File: src/rtl/battleship_pkg.sv
// Shared Battleship types: ship codes, the fixed fleet layout and the resolver FSM states.
package battleship_pkg;

    localparam int unsigned SHIP_CODE_W   = 5;
    localparam int unsigned BOARD_COORD_W = 4;
    localparam int unsigned NUM_SHIPS     = 4;

    typedef logic [SHIP_CODE_W-1:0] ship_code_t;

    localparam ship_code_t WATER      = 5'd0;
    localparam ship_code_t DESTROYER  = 5'd2;
    localparam ship_code_t SUBMARINE  = 5'd3;
    localparam ship_code_t BATTLESHIP = 5'd4;
    localparam ship_code_t CARRIER    = 5'd5;

    typedef struct packed {
        ship_code_t               code;
        logic [BOARD_COORD_W-1:0] x0;
        logic [BOARD_COORD_W-1:0] y0;
        logic [2:0]               len;
        logic                     vert;
    } ship_place_t;

    // Each ship is an anchor cell plus a length running right (vert=0) or down (vert=1).
    localparam ship_place_t [NUM_SHIPS-1:0] FLEET = {
        ship_place_t'{CARRIER,    4'd1, 4'd2, 3'd5, 1'b0},
        ship_place_t'{BATTLESHIP, 4'd0, 4'd5, 3'd4, 1'b1},
        ship_place_t'{SUBMARINE,  4'd4, 4'd6, 3'd3, 1'b0},
        ship_place_t'{DESTROYER,  4'd8, 4'd8, 3'd2, 1'b1}
    };

    typedef enum logic [1:0] {
        IDLE   = 2'd0,
        SCAN   = 2'd1,
        FINISH = 2'd2
    } state_t;

    function automatic logic ship_covers(input ship_place_t p, input int cx, input int cy);
        int x0;
        int y0;
        int len;
        x0  = int'(p.x0);
        y0  = int'(p.y0);
        len = int'(p.len);
        if (p.vert) begin
            return (cx == x0) && (cy >= y0) && (cy < y0 + len);
        end
        return (cy == y0) && (cx >= x0) && (cx < x0 + len);
    endfunction

endpackage

File: src/rtl/ship_map_lookup.sv
// Combinational board lookup: signed cell coordinate to ship code, WATER off the board.
module ship_map_lookup
    import battleship_pkg::*;
#(
    parameter int unsigned GRID_W  = 10,
    parameter int unsigned GRID_H  = 10,
    parameter int unsigned COORD_W = 4
) (
    input  logic signed [COORD_W:0] cx,
    input  logic signed [COORD_W:0] cy,
    output ship_code_t              ship_c
);

    int cx_i;
    int cy_i;

    assign cx_i = int'(cx);
    assign cy_i = int'(cy);

    always_comb begin
        ship_c = WATER;
        if (cx_i >= 0 && cx_i < int'(GRID_W) && cy_i >= 0 && cy_i < int'(GRID_H)) begin
            for (int i = 0; i < int'(NUM_SHIPS); i++) begin
                if (ship_covers(FLEET[i], cx_i, cy_i)) begin
                    ship_c = FLEET[i].code;
                end
            end
        end
    end

endmodule

File: src/rtl/strike_resolver.sv
// Sequential bomb resolver: scans the (2r+1)^2 strike area one cell per clock and
// accumulates hit statistics, a per-cell hit mask and a saturating running total.
module strike_resolver #(
    parameter int unsigned GRID_W     = 10,
    parameter int unsigned GRID_H     = 10,
    parameter int unsigned COORD_W    = 4,
    parameter int unsigned MAX_RADIUS = 2,
    parameter int unsigned RAD_W      = 2,
    parameter int unsigned SHIP_W     = 5,
    parameter int unsigned CNT_W      = 5,
    parameter int unsigned TOTAL_W    = 7
) (
    input  logic               clock,
    input  logic               reset_L,
    input  logic               start,
    input  logic [COORD_W-1:0] x,
    input  logic [COORD_W-1:0] y,
    input  logic [RAD_W-1:0]   radius,
    input  logic               wrong,
    input  logic               score_this,
    input  logic               clear_board,
    output logic               busy,
    output logic               done,
    output logic               temp_hit,
    output logic [CNT_W-1:0]   num_hits,
    output logic [CNT_W-1:0]   new_hits,
    output logic [SHIP_W-1:0]  biggest_ship,
    output logic [TOTAL_W-1:0] total_hits
);
    import battleship_pkg::*;

    localparam int unsigned CELLS = GRID_W * GRID_H;
    localparam int unsigned IDX_W = $clog2(CELLS);
    localparam int unsigned OFF_W = COORD_W + 1;

    typedef logic signed [OFF_W-1:0] off_t;

    state_t             state_q, state_d;
    logic [COORD_W-1:0] x_q, x_d, y_q, y_d;
    logic [RAD_W-1:0]   r_q, r_d;
    off_t               dx_q, dx_d, dy_q, dy_d;
    logic               busy_q, busy_d, done_q, done_d, temp_hit_q, temp_hit_d;
    logic [CNT_W-1:0]   num_q, num_d, new_q, new_d;
    logic [SHIP_W-1:0]  big_q, big_d;
    logic [TOTAL_W-1:0] total_q, total_d;
    logic [CELLS-1:0]   mask_q, mask_d;

    off_t               r_s_c, cell_x_c, cell_y_c;
    logic               last_cell_c, start_ok_c;
    logic [RAD_W-1:0]   r_clamp_c;
    logic [IDX_W-1:0]   idx_c;
    logic [SHIP_W-1:0]  ship_w_c;
    logic [TOTAL_W:0]   sum_c;
    ship_code_t         ship_c;

    assign r_s_c       = $signed(OFF_W'(r_q));
    assign cell_x_c    = $signed(OFF_W'(x_q)) + dx_q;
    assign cell_y_c    = $signed(OFF_W'(y_q)) + dy_q;
    assign last_cell_c = (dx_q == r_s_c) && (dy_q == r_s_c);
    assign start_ok_c  = start && !wrong && score_this;
    assign r_clamp_c   = (32'(radius) > MAX_RADIUS) ? RAD_W'(MAX_RADIUS) : radius;
    assign idx_c       = IDX_W'(int'(cell_y_c) * int'(GRID_W) + int'(cell_x_c));
    assign ship_w_c    = SHIP_W'(ship_c);

    // One shared lookup, addressed by the current scan cell.
    ship_map_lookup #(
        .GRID_W  (GRID_W),
        .GRID_H  (GRID_H),
        .COORD_W (COORD_W)
    ) u_lookup (
        .cx     (cell_x_c),
        .cy     (cell_y_c),
        .ship_c (ship_c)
    );

    always_ff @(posedge clock or negedge reset_L) begin
        if (!reset_L) begin
            state_q <= IDLE;
        end else begin
            state_q <= state_d;
        end
    end

    always_comb begin
        state_d = state_q;
        if (clear_board) begin
            state_d = IDLE;
        end else begin
            case (state_q)
                IDLE:    if (start) state_d = start_ok_c ? SCAN : FINISH;
                SCAN:    if (last_cell_c) state_d = FINISH;
                FINISH:  state_d = IDLE;
                default: state_d = IDLE;
            endcase
        end
    end

    always_comb begin
        x_d        = x_q;
        y_d        = y_q;
        r_d        = r_q;
        dx_d       = dx_q;
        dy_d       = dy_q;
        num_d      = num_q;
        new_d      = new_q;
        big_d      = big_q;
        temp_hit_d = temp_hit_q;
        total_d    = total_q;
        mask_d     = mask_q;
        sum_c      = '0;
        busy_d     = (state_d != IDLE);
        done_d     = (state_d == FINISH);
        if (clear_board) begin
            num_d      = '0;
            new_d      = '0;
            big_d      = '0;
            temp_hit_d = 1'b0;
            total_d    = '0;
            mask_d     = '0;
        end else begin
            case (state_q)
                IDLE: begin
                    if (start) begin
                        num_d      = '0;
                        new_d      = '0;
                        big_d      = '0;
                        temp_hit_d = 1'b0;
                        if (start_ok_c) begin
                            x_d  = x;
                            y_d  = y;
                            r_d  = r_clamp_c;
                            dx_d = -$signed(OFF_W'(r_clamp_c));
                            dy_d = -$signed(OFF_W'(r_clamp_c));
                        end
                    end
                end
                SCAN: begin
                    // Off-board cells read back as WATER, so no separate range test.
                    if (ship_c != WATER) begin
                        num_d = num_q + CNT_W'(1);
                        if (ship_w_c > big_q) big_d = ship_w_c;
                        if (!mask_q[idx_c]) begin
                            new_d         = new_q + CNT_W'(1);
                            mask_d[idx_c] = 1'b1;
                        end
                    end
                    if (dx_q == r_s_c) begin
                        dx_d = -r_s_c;
                        dy_d = dy_q + off_t'(1);
                    end else begin
                        dx_d = dx_q + off_t'(1);
                    end
                end
                default: ;
            endcase
            if (state_d == FINISH) begin
                temp_hit_d = (num_d != '0);
                sum_c      = (TOTAL_W+1)'(total_q) + (TOTAL_W+1)'(new_d);
                total_d    = sum_c[TOTAL_W] ? '1 : sum_c[TOTAL_W-1:0];
            end
        end
    end

    always_ff @(posedge clock or negedge reset_L) begin
        if (!reset_L) begin
            x_q        <= '0;
            y_q        <= '0;
            r_q        <= '0;
            dx_q       <= '0;
            dy_q       <= '0;
            busy_q     <= 1'b0;
            done_q     <= 1'b0;
            temp_hit_q <= 1'b0;
            num_q      <= '0;
            new_q      <= '0;
            big_q      <= '0;
            total_q    <= '0;
            mask_q     <= '0;
        end else begin
            x_q        <= x_d;
            y_q        <= y_d;
            r_q        <= r_d;
            dx_q       <= dx_d;
            dy_q       <= dy_d;
            busy_q     <= busy_d;
            done_q     <= done_d;
            temp_hit_q <= temp_hit_d;
            num_q      <= num_d;
            new_q      <= new_d;
            big_q      <= big_d;
            total_q    <= total_d;
            mask_q     <= mask_d;
        end
    end

    assign busy         = busy_q;
    assign done         = done_q;
    assign temp_hit     = temp_hit_q;
    assign num_hits     = num_q;
    assign new_hits     = new_q;
    assign biggest_ship = big_q;
    assign total_hits   = total_q;

endmodule

File: config.mk
export PLATFORM = sky130hd
export DESIGN_NAME = strike_resolver
export DESIGN_NICKNAME = d
export VERILOG_FILES = /design/src/rtl/battleship_pkg.sv /design/src/rtl/ship_map_lookup.sv /design/src/rtl/strike_resolver.sv
export SDC_FILE = /design/constraint.sdc
export NUM_CORES = 1
export LEC_CHECK = 0
export BUFFER_PORTS_ARGS = -buffer_cell sky130_fd_sc_hd__buf_2
export CORE_MARGIN = 2
export CORE_UTILIZATION = 35
export DETAILED_ROUTE_END_ITERATION = 6
export SKIP_CTS_REPAIR_TIMING = 1
export SKIP_LAST_GASP = 1
export SLEW_MARGIN = 20
export SYNTH_ARGS = -nofsm -noshare
export SYNTH_HDL_FRONTEND = slang
export SYNTH_SLANG_ARGS = --single-unit
File: constraint.sdc
create_clock -name clock -period 5.66 [get_ports clock]
set_input_delay 0.849 -clock clock [delete_from_list [all_inputs] [get_ports clock]]
set_output_delay 0.849 -clock clock [all_outputs]
set_load 0.02 [all_outputs]
Word level (Yosys, flattened, before mapping)
Cells that the tools add are included.
- output and inout bits: 25
- register bits: 147
- input port bits: 16
- bitwise logic cells: 2
- mux-type cells: 53
- eq/ne operators: 16
- reduce and logical (&&, ||, !) cells: 38
- multiply operators: 1
- order comparisons: 17
- $add $sub $neg: 10
- operator list (kind ; number):
    $mux W100 ; 4
    $or A100 B100 Y100 ; 1
    $mux W5 ; 18
    $pmux W5 S2 ; 5
    $logic_not A32 Y1 ; 1
    $mux W7 ; 3
    $logic_and A1 B1 Y1 ; 19
    $lt A5 B4 Y1 const B ; 3
    $lt A5 B5 Y1 const B ; 3
    $mux W2 ; 7
    $reduce_and A4 Y1 ; 3
    $mux W1 ; 11
    $add A5 B1 Y5 const B ; 2
    $add A5 B2 Y5 const B ; 2
    $add A5 B5 Y5 ; 2
    $eq A5 B3 Y1 ; 2
    $eq A5 B4 Y1 const B ; 2
    $eq A5 B5 Y1 const B ; 2
    $ge A5 B1 Y1 const B ; 2
    $ge A5 B4 Y1 const B ; 2
    $ge A5 B5 Y1 const B ; 2
    $neg A2 Y5 ; 2
    $reduce_bool A2 Y1 ; 5
    $reduce_bool A5 Y1 ; 2
    other kinds (24) ; 32

Depth between registers and ports, before layout
- word-level depth: 21
- gate-level depth with buffers: 29

Hierarchy
Synthesis repeated with hierarchy kept, for this count alone.
- cells, all modules: 857
- area, all modules: 8519.4 um2
- by module, submodules not included (module ; cells each ; instances ; area an instance (um2)):
    strike_resolver ; 836 ; 1 ; 8378.0
    ship_map_lookup ; 21 ; 1 ; 141.4

Least setup slack after synthesis
No wires, ideal clock.
- path type: register -> register
- start: register dy_q[0]
- end: register total_q[6] (netlist: total_hits[6])
- path buffers: 0
- cell stages (with the launch flop): 29
- data arrival time: 5457 ps
- path slack: 121 ps
- library setup time: 82 ps
- cell sequence: dfrtp_1 > ha_1 > inv_1 > fa_1 > xor2_1 > inv_1 > ha_1 > inv_1 > fa_1 > inv_1 > ha_1 > a21o_1 > mux2i_1 > xnor2_4 > mux2i_1 > mux2_4 > nor2_8 > nor2_1 > nor2_1 > ha_1 > inv_1 > fa_1 > inv_1 > a21oi_1 > o21bai_1 > nand2_1 > nand2b_1 > a32oi_1 > a31oi_1
- word-level cells in the longest chain between the ends: 19
- elaborated cells on any way between the ends: 53
- classes of those cells: add/sub (3); mul (1); order compare (5); eq/ne (6); mux (21); reduce/logical (17)
- ends and longest elaborated chain (what ; line ; text):
    start, declared ; strike_resolver.sv:41 ; off_t dx_q, dx_d, dy_q, dy_d;
    start signal, assigned ; strike_resolver.sv:184 ; dy_q <= dy_d;
    branches (longest 19 deep; another with $add A7 B5 Y8) ; -- ;
    end signal, assigned ; strike_resolver.sv:191 ; total_q <= total_d;
    end, declared ; strike_resolver.sv:45 ; logic [TOTAL_W-1:0] total_q, total_d;
Parallel ways; which one is timed is not known. The select of a mux whose other input is x is not followed.
A chain may end at the register's enable or synchronous reset.

Final worst setup path
- start: register dy_q[1]
- end: register total_q[6] (netlist: total_hits[6])
Same word-level chain as after synthesis.

==> impl_metrics.csv <==
group,metric,value,unit
setup_path,cpPeakStageDelay,0.56,ns
setup_path,cp_data_required_time,6.02,ns
synthesis,yosys_warnings,0,
floorplan,ios,41,
grt,antenna_found_initial,0,
grt,grt_pass1_vias,6260,
route,drt-initial-drc-count,470,
setup_path,startpoint_type,"register",
cells_and_area,area_growth,18.7,%
timing,fmax,180,MHz
timing,fin_crit,5.54,ns
flow_run,maxCapViolCount,0,
setup_path,arrival,5.90,ns
timing,period_share,98.0,%
clocking,clockBufferDepth,2,
floorplan,core_area,23300,um2
synthesis,syn_inst,768,
synthesis,ys_ff_latch,145,
cells_and_area,final_cells,1160,
route,vias_per_cell,5.54,
cells_and_area,drive_gt1_share,26.5,%
synthesis,synth_area,8270,um2
grt,met2_usage,26.8,%
synthesis,synth_cell_types,78,
grt,grt.overflow.total,0,
route,totalWireLength,21400,um
grt,grt_use_met1,25.5,%
timing,skew,0.0132,ns
synthesis,synth_edf_count,0,
grt,grt_max_degree,103,
setup_path,worstPathMaxFanout,6,
floorplan,fp-row-count,56,
setup_path,critical_path.endpoint_type,"register",
floorplan,die_width,158,um
place,dp.cells,1117,
cells_and_area,layout.nets,882,
route,remaining_drc_errors,0,
clocking,clock_latency,0.44,ns
grt,busiest_layer,"met2",
timing,worstMarginPinSlew,0.990,ns
place,place_hpwl,14000,um
clocking,clock_sinks,145,
cells_and_area,fillers,2248,
route,ant_nets,0,
synthesis,ys_async_sr_fraction,100,%
grt,grt_use_total,17.7,%
timing,hold_viol_final,0,
synthesis,synth_most_common_cell,"dfrtp_1",
setup_path,crit_slowest_cell,"fa_1",
synthesis,synth_top_area_share,43.9,%
floorplan,start_util,35.5,%
floorplan,die_y,158,um
synthesis,synthTopCellsByArea,"dfrtp_1 (44%), o2bb2ai_1 (10%), ha_1 (5.0%), mux2_2 (3.8%), mux2i_1 (2.3%)",
place,port_buffers,38,
clocking,cts_root_buf,"clkbuf_16",
timing,grt_setup_unrepaired,"yes",
cells_and_area,n_antenna_cell,0,
floorplan,die_area,24900,um2
outcome,status,"finished clean",
timing,finalMaxSlewViolations,0,
timing,finalSetupViolCount,0,
cells_and_area,final-seq-area,3630,um2
grt,met3_usage,3.86,%
timing,slew-limit-headroom,33.5,%
setup_path,crit_top_cell,"inv_2",
place,gp_congestion,0.852,
synthesis,synth_common_cells,"dfrtp_1 (145), o2bb2ai_1 (98), nor2_1 (46)",
synthesis,synth_top_area_cell,"dfrtp_1",
synthesis,syn_area_per_cell,10.8,um2
synthesis,ys_seq_area_share,43.9,%
cells_and_area,multiInputGateArea,4520,um2
clocking,h-tree-depth,4,
route,via_count,6432,
synthesis,ys.flop_type,"dfrtp_1",
grt,grt_pass1_wl,34700,um
route,routedWlPerCell,18.5,um
min_path,hp-class,"register to register",
setup_path,crit_type,"register to register",
clocking,cts_buffers,17,
clocking,cts_tree,"yes",
route,dr.pass1.iters,5,
clocking,path_clk_slew,0.07,ns
-- kinds of logic (layout without fill, tap and decap cells) --
| group | count (synthesis) | in the layout | share of synthesized area, % |
|---|---|---|---|
| buffers and inverters | 79 | 151 | 4.78 |
| AOI/OAI and AO/OA | 249 | 249 | 22.9 |
| other | 1 | 2 | 0.0453 |
| xor gates and xnor gates | 21 | 21 | 2.90 |
| muxes | 50 | 50 | 6.70 |
| adders and majority gates | 39 | 39 | 6.32 |
| DFF | 145 | 145 | 43.9 |
| and+or+nand+nor | 184 | 184 | 12.5 |
-- registers in the layout, indices dropped and copies added (netlist names), 2 cells and up --
| signal | flops |
|---|---|
| mask_q | 100 |
| x_q | 4 |
| dy_q | 5 |
| total_hits | 7 |
| r_q | 2 |
| y_q | 4 |
| new_hits | 5 |
| num_hits | 5 |
| dx_q | 5 |
| state_q | 2 |
| biggest_ship | 3 |
-- final timing paths --
kind	startpoint	end	slack, ns	cells after the start
worst max register to register	dy_q[1]$_DFFE_PN0P_	total_hits[6]$_DFFE_PN0P_	0.12	28
min in group asynchronous	reset_L	mask_q[74]$_DFFE_PN0P_	0.54	1
worst min-delay path	mask_q[9]$_DFFE_PN0P_	mask_q[9]$_DFFE_PN0P_	0.48	1
worst max-delay path	dy_q[1]$_DFFE_PN0P_	total_hits[6]$_DFFE_PN0P_	0.12	28
max in group asynchronous	reset_L	dy_q[2]$_DFFE_PN0P_	3.93	2
worst min register to register	mask_q[9]$_DFFE_PN0P_	mask_q[9]$_DFFE_PN0P_	0.48	1
-- worst max-delay path: cells and delay by family (launching register included) --
kind,cells,cell delay (ns)
compound gates,9,1.48
xor+xnor,1,0.18
fa+ha+maj,7,2.12
buf+inv,4,0.20
flops,1,0.40
mux,3,0.68
simple gates,4,0.38
-- per-stage QoR --
step / TNS [ns] / hold WS (ns) / util, % / cell area, um2 / setup WS (ns)
floorplan: 0 / 0.449 / - / 8280 / 0.121
global placement: 0 / 0.467 / 38.1 / 8900 / 0.0449
detailed placement: -0.485 / 0.468 / 38.1 / 8900 / -0.137
CTS: -0.757 / 0.485 / 40.5 / 9450 / -0.166
global route: -0.456 / 0.499 / 42.1 / 9820 / -0.153
finish: 0 / 0.483 / 42.1 / 9820 / 0.115
-- cells in the final DEF (no fill, tap or decap), types with 10 or more instances in the layout --
cell and n:
nor2_1 42, nand3_1 12, ha_1 23, o22ai_1 19, dfrtp_1 144, mux2i_1 16
mux2_2 28, a21oi_1 22, a31oi_1 11, nor2b_1 10, nor3_1 14, inv_1 25
buf_2 37, o21ai_0 19, nand2_1 38, clkbuf_16 17, a21o_1 10, buf_4 41
nand2b_1 10, o2bb2ai_1 98
-- per-layer routing --
metal / wire, um / share of wire [%]
met2: 9800 / 46
met4: 366 / 1.7
met5: 0 / 0
met3: 1010 / 4.7
met1: 10200 / 48
-- cell type report --
class	count	share of cell area, %
repair buffers	84	5.97
clock inverters	15	1.29
multi-input cells	545	46.0
flip-flops and latches	145	37.0
inverters	35	1.38
clock buffers	17	4.33
well taps	319	4.06
Power is not shown: default switching activity piles up to over one toggle a cycle in this logic, so the estimate is an artifact.
